<file path="src/rtl/mem_access_unit.sv">
// mem_access_unit: data-memory responder for the load/store path.
// Accepts one request at a time, runs it against a word-addressed memory with
// a ready/ack handshake, and returns exactly one response per request.
//
// Handshake semantics:
//   request side : a request transfers on a rising edge where req_valid=1 and
//                  req_ready=1; req_ready is high only while idle, and all
//                  request fields are captured on that edge.
//   memory side  : mem_en rises with mem_addr/mem_we/mem_wdata stable and keeps
//                  them stable until an edge with mem_ack=1 (or the timeout);
//                  mem_ack while mem_en=0 carries no meaning and is ignored.
//   response side: resp_valid is a single-cycle pulse with rdata/err valid;
//                  there is no back-pressure on the response.
module mem_access_unit #(
  parameter int unsigned TIMEOUT = 15
) (
  input  logic        clk,
  input  logic        nrst,
  input  logic        req_valid,
  output logic        req_ready,
  input  logic        read_mem,
  input  logic        write_mem,
  input  logic [1:0]  apply_mask,
  input  logic        unsigned_load,
  input  logic [31:0] addr,
  input  logic [31:0] wdata,
  output logic        resp_valid,
  output logic [31:0] rdata,
  output logic [1:0]  err,
  output logic        mem_en,
  output logic [3:0]  mem_we,
  output logic [29:0] mem_addr,
  output logic [31:0] mem_wdata,
  input  logic [31:0] mem_rdata,
  input  logic        mem_ack
);

  typedef enum logic [1:0] {
    IDLE = 2'd0,
    BUS  = 2'd1,
    RESP = 2'd2
  } state_t;

  localparam logic [1:0] SZ_WORD = 2'd0;
  localparam logic [1:0] SZ_HALF = 2'd1;
  localparam logic [1:0] SZ_BYTE = 2'd2;

  localparam logic [1:0] ERR_OK       = 2'd0;
  localparam logic [1:0] ERR_MISALIGN = 2'd1;
  localparam logic [1:0] ERR_TIMEOUT  = 2'd2;
  localparam logic [1:0] ERR_ILLEGAL  = 2'd3;

  localparam logic [7:0] TIMEOUT_CNT = 8'(TIMEOUT);

  // FSM state and per-request context
  state_t      state_q, state_d;
  logic [7:0]  tmo_cnt_q, tmo_cnt_d;
  logic        load_q, load_d;
  logic [1:0]  size_q, size_d;
  logic        uns_q, uns_d;
  logic [1:0]  lane_q, lane_d;
  logic [29:0] mem_addr_q, mem_addr_d;
  logic [3:0]  mem_we_q, mem_we_d;
  logic [31:0] mem_wdata_q, mem_wdata_d;
  logic [31:0] rdata_q, rdata_d;
  logic [1:0]  err_q, err_d;

  // Request classification; illegal beats misaligned
  function automatic logic [1:0] classify(input logic rd, input logic wr,
                                          input logic [1:0] size,
                                          input logic [1:0] low);
    logic [1:0] r;
    r = ERR_OK;
    if ((rd == wr) || (size == 2'd3)) begin
      r = ERR_ILLEGAL;
    end else if ((size == SZ_HALF) && low[0]) begin
      r = ERR_MISALIGN;
    end else if ((size == SZ_WORD) && (low != 2'b00)) begin
      r = ERR_MISALIGN;
    end
    return r;
  endfunction

  // Byte-lane enables for a store (little-endian lanes)
  function automatic logic [3:0] lane_enables(input logic [1:0] size,
                                              input logic [1:0] low);
    logic [3:0] r;
    case (size)
      SZ_WORD: r = 4'b1111;
      SZ_HALF: r = low[1] ? 4'b1100 : 4'b0011;
      SZ_BYTE: r = 4'b0001 << low;
      default: r = 4'b0000;
    endcase
    return r;
  endfunction

  // Replicate right-aligned store data into every lane it may land in
  function automatic logic [31:0] replicate(input logic [1:0] size,
                                            input logic [31:0] d);
    logic [31:0] r;
    case (size)
      SZ_HALF: r = {2{d[15:0]}};
      SZ_BYTE: r = {4{d[7:0]}};
      default: r = d;
    endcase
    return r;
  endfunction

  // Pick the addressed lane(s) from the memory word and extend to 32 bits
  function automatic logic [31:0] extract(input logic [1:0] size,
                                          input logic uns,
                                          input logic [1:0] low,
                                          input logic [31:0] word);
    logic [7:0]  b;
    logic [15:0] h;
    logic [31:0] r;
    case (low)
      2'd0:    b = word[7:0];
      2'd1:    b = word[15:8];
      2'd2:    b = word[23:16];
      default: b = word[31:24];
    endcase
    h = low[1] ? word[31:16] : word[15:0];
    case (size)
      SZ_BYTE: r = {{24{~uns & b[7]}}, b};
      SZ_HALF: r = {{16{~uns & h[15]}}, h};
      default: r = word;
    endcase
    return r;
  endfunction

  // Next-state, request capture, timeout counting and response formation
  always_comb begin
    state_d     = state_q;
    tmo_cnt_d   = tmo_cnt_q;
    load_d      = load_q;
    size_d      = size_q;
    uns_d       = uns_q;
    lane_d      = lane_q;
    mem_addr_d  = mem_addr_q;
    mem_we_d    = mem_we_q;
    mem_wdata_d = mem_wdata_q;
    rdata_d     = 32'd0;
    err_d       = ERR_OK;

    case (state_q)
      IDLE: begin
        if (req_valid) begin
          load_d      = read_mem;
          size_d      = apply_mask;
          uns_d       = unsigned_load;
          lane_d      = addr[1:0];
          mem_addr_d  = addr[31:2];
          mem_we_d    = write_mem ? lane_enables(apply_mask, addr[1:0]) : 4'b0000;
          mem_wdata_d = replicate(apply_mask, wdata);
          tmo_cnt_d   = 8'd0;
          err_d       = classify(read_mem, write_mem, apply_mask, addr[1:0]);
          // Faulty requests respond straight away without touching memory
          state_d     = (err_d == ERR_OK) ? BUS : RESP;
        end
      end

      BUS: begin
        if (mem_ack) begin
          // An ack in the cycle the counter expires still completes normally
          rdata_d = load_q ? extract(size_q, uns_q, lane_q, mem_rdata) : 32'd0;
          state_d = RESP;
        end else if ((tmo_cnt_q + 8'd1) == TIMEOUT_CNT) begin
          err_d   = ERR_TIMEOUT;
          state_d = RESP;
        end else begin
          tmo_cnt_d = tmo_cnt_q + 8'd1;
        end
      end

      RESP: begin
        state_d = IDLE;
      end

      default: begin
        state_d = IDLE;
      end
    endcase
  end

  // State and context registers with synchronous active-low reset
  always_ff @(posedge clk) begin
    if (!nrst) begin
      state_q     <= IDLE;
      tmo_cnt_q   <= 8'd0;
      load_q      <= 1'b0;
      size_q      <= SZ_WORD;
      uns_q       <= 1'b0;
      lane_q      <= 2'd0;
      mem_addr_q  <= 30'd0;
      mem_we_q    <= 4'b0000;
      mem_wdata_q <= 32'd0;
      rdata_q     <= 32'd0;
      err_q       <= ERR_OK;
    end else begin
      state_q     <= state_d;
      tmo_cnt_q   <= tmo_cnt_d;
      load_q      <= load_d;
      size_q      <= size_d;
      uns_q       <= uns_d;
      lane_q      <= lane_d;
      mem_addr_q  <= mem_addr_d;
      mem_we_q    <= mem_we_d;
      mem_wdata_q <= mem_wdata_d;
      rdata_q     <= rdata_d;
      err_q       <= err_d;
    end
  end

  assign req_ready  = (state_q == IDLE);
  assign resp_valid = (state_q == RESP);
  assign mem_en     = (state_q == BUS);
  // Lane enables are only meaningful while the strobe is up
  assign mem_we     = mem_en ? mem_we_q : 4'b0000;
  assign mem_addr   = mem_addr_q;
  assign mem_wdata  = mem_wdata_q;
  assign rdata      = rdata_q;
  assign err        = err_q;

endmodule

</file>
<file path="config.mk">
export PLATFORM = sky130hd
export DESIGN_NAME = mem_access_unit
export DESIGN_NICKNAME = d
export VERILOG_FILES = /design/src/rtl/mem_access_unit.sv
export SDC_FILE = /design/constraint.sdc
export NUM_CORES = 1
export LEC_CHECK = 0
export CAP_MARGIN = 20
export CORE_MARGIN = 2
export CORE_UTILIZATION = 43
export CTS_CLUSTER_DIAMETER = 40
export CTS_CLUSTER_SIZE = 28
export DETAILED_ROUTE_END_ITERATION = 6
export GPL_TIMING_DRIVEN = 0
export PLACE_DENSITY = 0.8
export SYNTH_ARGS = -nofsm -noshare
export SYNTH_HDL_FRONTEND = slang
export SYNTH_SLANG_ARGS = --single-unit
export TNS_END_PERCENT = 1
</file>
<file path="constraint.sdc">
create_clock -name clk -period 2.45 [get_ports clk]
set_clock_uncertainty 0.2 [all_clocks]
set_input_delay 0.49 -clock clk [delete_from_list [all_inputs] [get_ports clk]]
set_output_delay 0.49 -clock clk [all_outputs]
set_load 0.05 [all_outputs]
</file>
==> flow_summary.toml <==
[finish]
syn_to_final_growth_pct = 55.3
drive_above_1_share_pct = 6.94
finalNetCount = 964
diodes = 0
layoutNonFillerInstCount = 1007
final_cell_area_um2 = 7850
fillerInstances = 904

[worst_setup_path]
critPathMaxFanout = 10
path_class = "register to output pin"
cpPeakStageDelay_ns = 0.30
critPathSlowestCell = "dfxtp_1"
startpoint_type = "register"
worstPathCellList = "buf_2, nand2b_4, inv_2, buf_4, and2_1, buf_4"
worstPathArrival_ns = 1.67
end_kind = "output pin"
crit_top_cell = "buf_4"
critPathRequiredTime_ns = 1.76

[drt]
ant_nets = 0
drt_pre_antenna_iters = 6
wl_mm = 17.3
vias = 5498
viasPerCell = 5.46
wire_per_inst_um = 17.2
drt_iter0_markers = 423
drc = 0

[global_routing]
grt_pass1_vias = 5552
grt_pass1_wl_mm = 27.6
overflow = 0
grt_max_degree = 17
antenna_found_initial = 0
track_usage_pct = 27.5

[clock_tree]
cts_tree = "done"
htreeDepth = 4
clockBufferDepth = 2
path_clk_slew_ns = 0.05
hold_buffers = 0
cts_root_buf = "clkbuf_16"
cts_sinks = 116
cts_buffers = 17
clock_latency_ns = 0.42
postCtsSetupRepairBufs = 0

[pwr]
power_switching_w = 0.00171
combPwrFrac_pct = 22.5
pwr-share-clk_pct = 41.4
p_leak_nw = 2.95
swShare_pct = 30.0
internal_power_w = 0.00399
power.density_nw_per_um2 = 725
vdd_drop_max_v = 0.000460
seqPwrFrac_pct = 36.1

[yosys]
synth_cells = 627
synth-seq-area-share_pct = 45.9
ys_ff_latch = 116
synth_area_per_cell_um2 = 8.06
synth_nets = 740
synthFlopType = "dfxtp_1"
synthDistinctLibCells = 49
synthArstFlopShare_pct = 0
ys_warn_count = 0
mappedNetlistArea_um2 = 5050
synth_edf_count = 0

[sta]
fmax_ghz = 0.425
setup_viol_count_final = 0
fin_crit_ns = 2.36
final_max_slew_viol_count = 0
hold_violations = 0
worst_pin_slew_ns = 0.913
worst_slack_ns = 0.0946
rsz0062_at_grt = "no"
slew_headroom_pct = 38.7
timing.final.crit_share_pct = 96.1
tns_ns = 0

[floorplan]
io_pins = 208
num_rows = 39
chipWidth_um = 112
die_area_um2 = 12600
die_y_um = 112
initial_core_util_pct = 44.1
fp.coreArea_um2 = 11500

[placed_design]
dp_hpwl_mm = 13.1
portBuffers = 206
place_congestion = 0.888
place_ws_ns = -0.316
dp_cells = 976
placed_area_um2 = 7300

[min_path]
hp-class = "register to register"

[outcome]
status = "completed"

[run]
drv_cap = 0
## area by class of cell
type	count	area (µm²)	share of cell area, %
multi-input cells	439	2440	31.1
clock buffers	22	454	5.78
repair buffers	206	2040	26.0
flip-flops and latches	116	2320	29.6
plain buffers	47	206	2.63
well taps	143	179	2.28
inverters	24	93.8	1.20
clock inverters	10	108	1.37
## path summary, 6_finish.rpt
kind / slack, ns / from / cells after the start / end
hold reg to reg: 0.24 / mem_we_q[0] / 2 / mem_we_q[0]
setup reg to reg: 0.32 / state_q[0] / 5 / tmo_cnt_q[6]
hold / removal: 0.24 / mem_we_q[0] / 2 / mem_we_q[0]
setup / recovery: 0.09 / state_q[0] / 6 / mem_we[2]
## cell usage after synthesis (2+ instances only)
cell,n,area (µm²)
a211oi_1,3,22.5
a21boi_0,4,30.0
a21oi_1,98,490
a221oi_1,13,114
a22o_1,14,123
a311oi_1,9,78.8
and2_1,6,37.5
and3_1,2,12.5
buf_1,6,22.5
buf_2,9,45.0
buf_6,2,22.5
clkbuf_1,31,116
clkinv_1,2,7.51
dfxtp_1,116,2320
ha_1,8,100
inv_1,22,82.6
mux2_2,3,33.8
nand2_1,129,484
nand2b_1,28,175
nand3_1,21,105
nand4_1,4,25.0
nor2_1,17,63.8
nor2b_1,8,50.1
nor3_1,5,25.0
nor4_1,2,12.5
o21a_1,4,30.0
o21ai_0,31,155
o21ba_2,2,20.0
o221ai_1,2,17.5
o22ai_1,6,37.5
or3_1,2,12.5
## power by group through the flow
| stage | combinational (W) | clock [W] | sequential [W] |
|---|---|---|---|
| global placement | 0.00125 | 0 | 0.00208 |
| global route | 0.00136 | 0.00247 | 0.00207 |
| floorplan | 0.000438 | 0 | 0.00239 |
| detailed placement | 0.00127 | 0 | 0.00209 |
| finish | 0.00128 | 0.00236 | 0.00206 |
| CTS | 0.00127 | 0.00237 | 0.00205 |
## sequential cells by signal, summed over array words and instances, names as in the netlist, 2 cells and up
name and count:
mem_we_q 4, rdata 32, lane_q 2, err 2, mem_wdata 32, mem_addr 30, size_q 2, tmo_cnt_q 8
state_q 2
## worst max-delay path: cells and delay by family, from the launching register on
kind	cells	cell delay (ns)
buf+inv	4	0.68
flops	1	0.30
simple gates	2	0.26
## layer usage
metal | GRT usage, % | share of wire, % | up-vias | wire, µm
met3 | 10.9 | 10 | 33 | 1740
met4 | 11.5 | 2.7 | 0 | 472
met5 | 0 | 0 | - | 0
li1 | - | - | 2617 | -
met2 | 46.5 | 49 | 296 | 8440
met1 | 30.9 | 38 | 2552 | 6650
## through the flow
step / hold WS [ns] / power, W / util, %
after floorplan: 0.227 / 0.00283 / -
after global placement: 0.242 / 0.00333 / 63.6
after detailed placement: 0.241 / 0.00335 / 63.6
after CTS: 0.247 / 0.00570 / 68.4
after global routing: 0.268 / 0.00590 / 68.5
final: 0.244 / 0.00569 / 68.5
## logic make-up (layout without fill, tap and decap cells)
kind of cell / count (synthesis) / after routing / synth area share (%)
AO/OA/AOI/OAI: 193 / 193 / 23.5
XOR/XNOR: 1 / 1 / 0.173
adder cells (fa/ha/maj): 8 / 8 / 1.98
buffers and inverters: 72 / 309 / 5.87
flip-flops: 116 / 116 / 45.9
multiplexers: 5 / 5 / 1.31
AND/OR/NAND/NOR: 232 / 232 / 21.2
## placed cells by master, fill, tap and decap left out, types with 21 or more instances in the layout
cell type,count
o21ai_0,31
nand3_1,21
nand2b_1,27
a21oi_1,98
dfxtp_1,115
nand2_1,129
clkbuf_1,33
clkdlybuf4s50_1,199
inv_1,21
## repair_timing
action	in CTS	in global routing
setup endpoints to repair	7	8
pin swaps	0	0
gates resized for setup	31	7
Power figures use the tool's default switching activity.
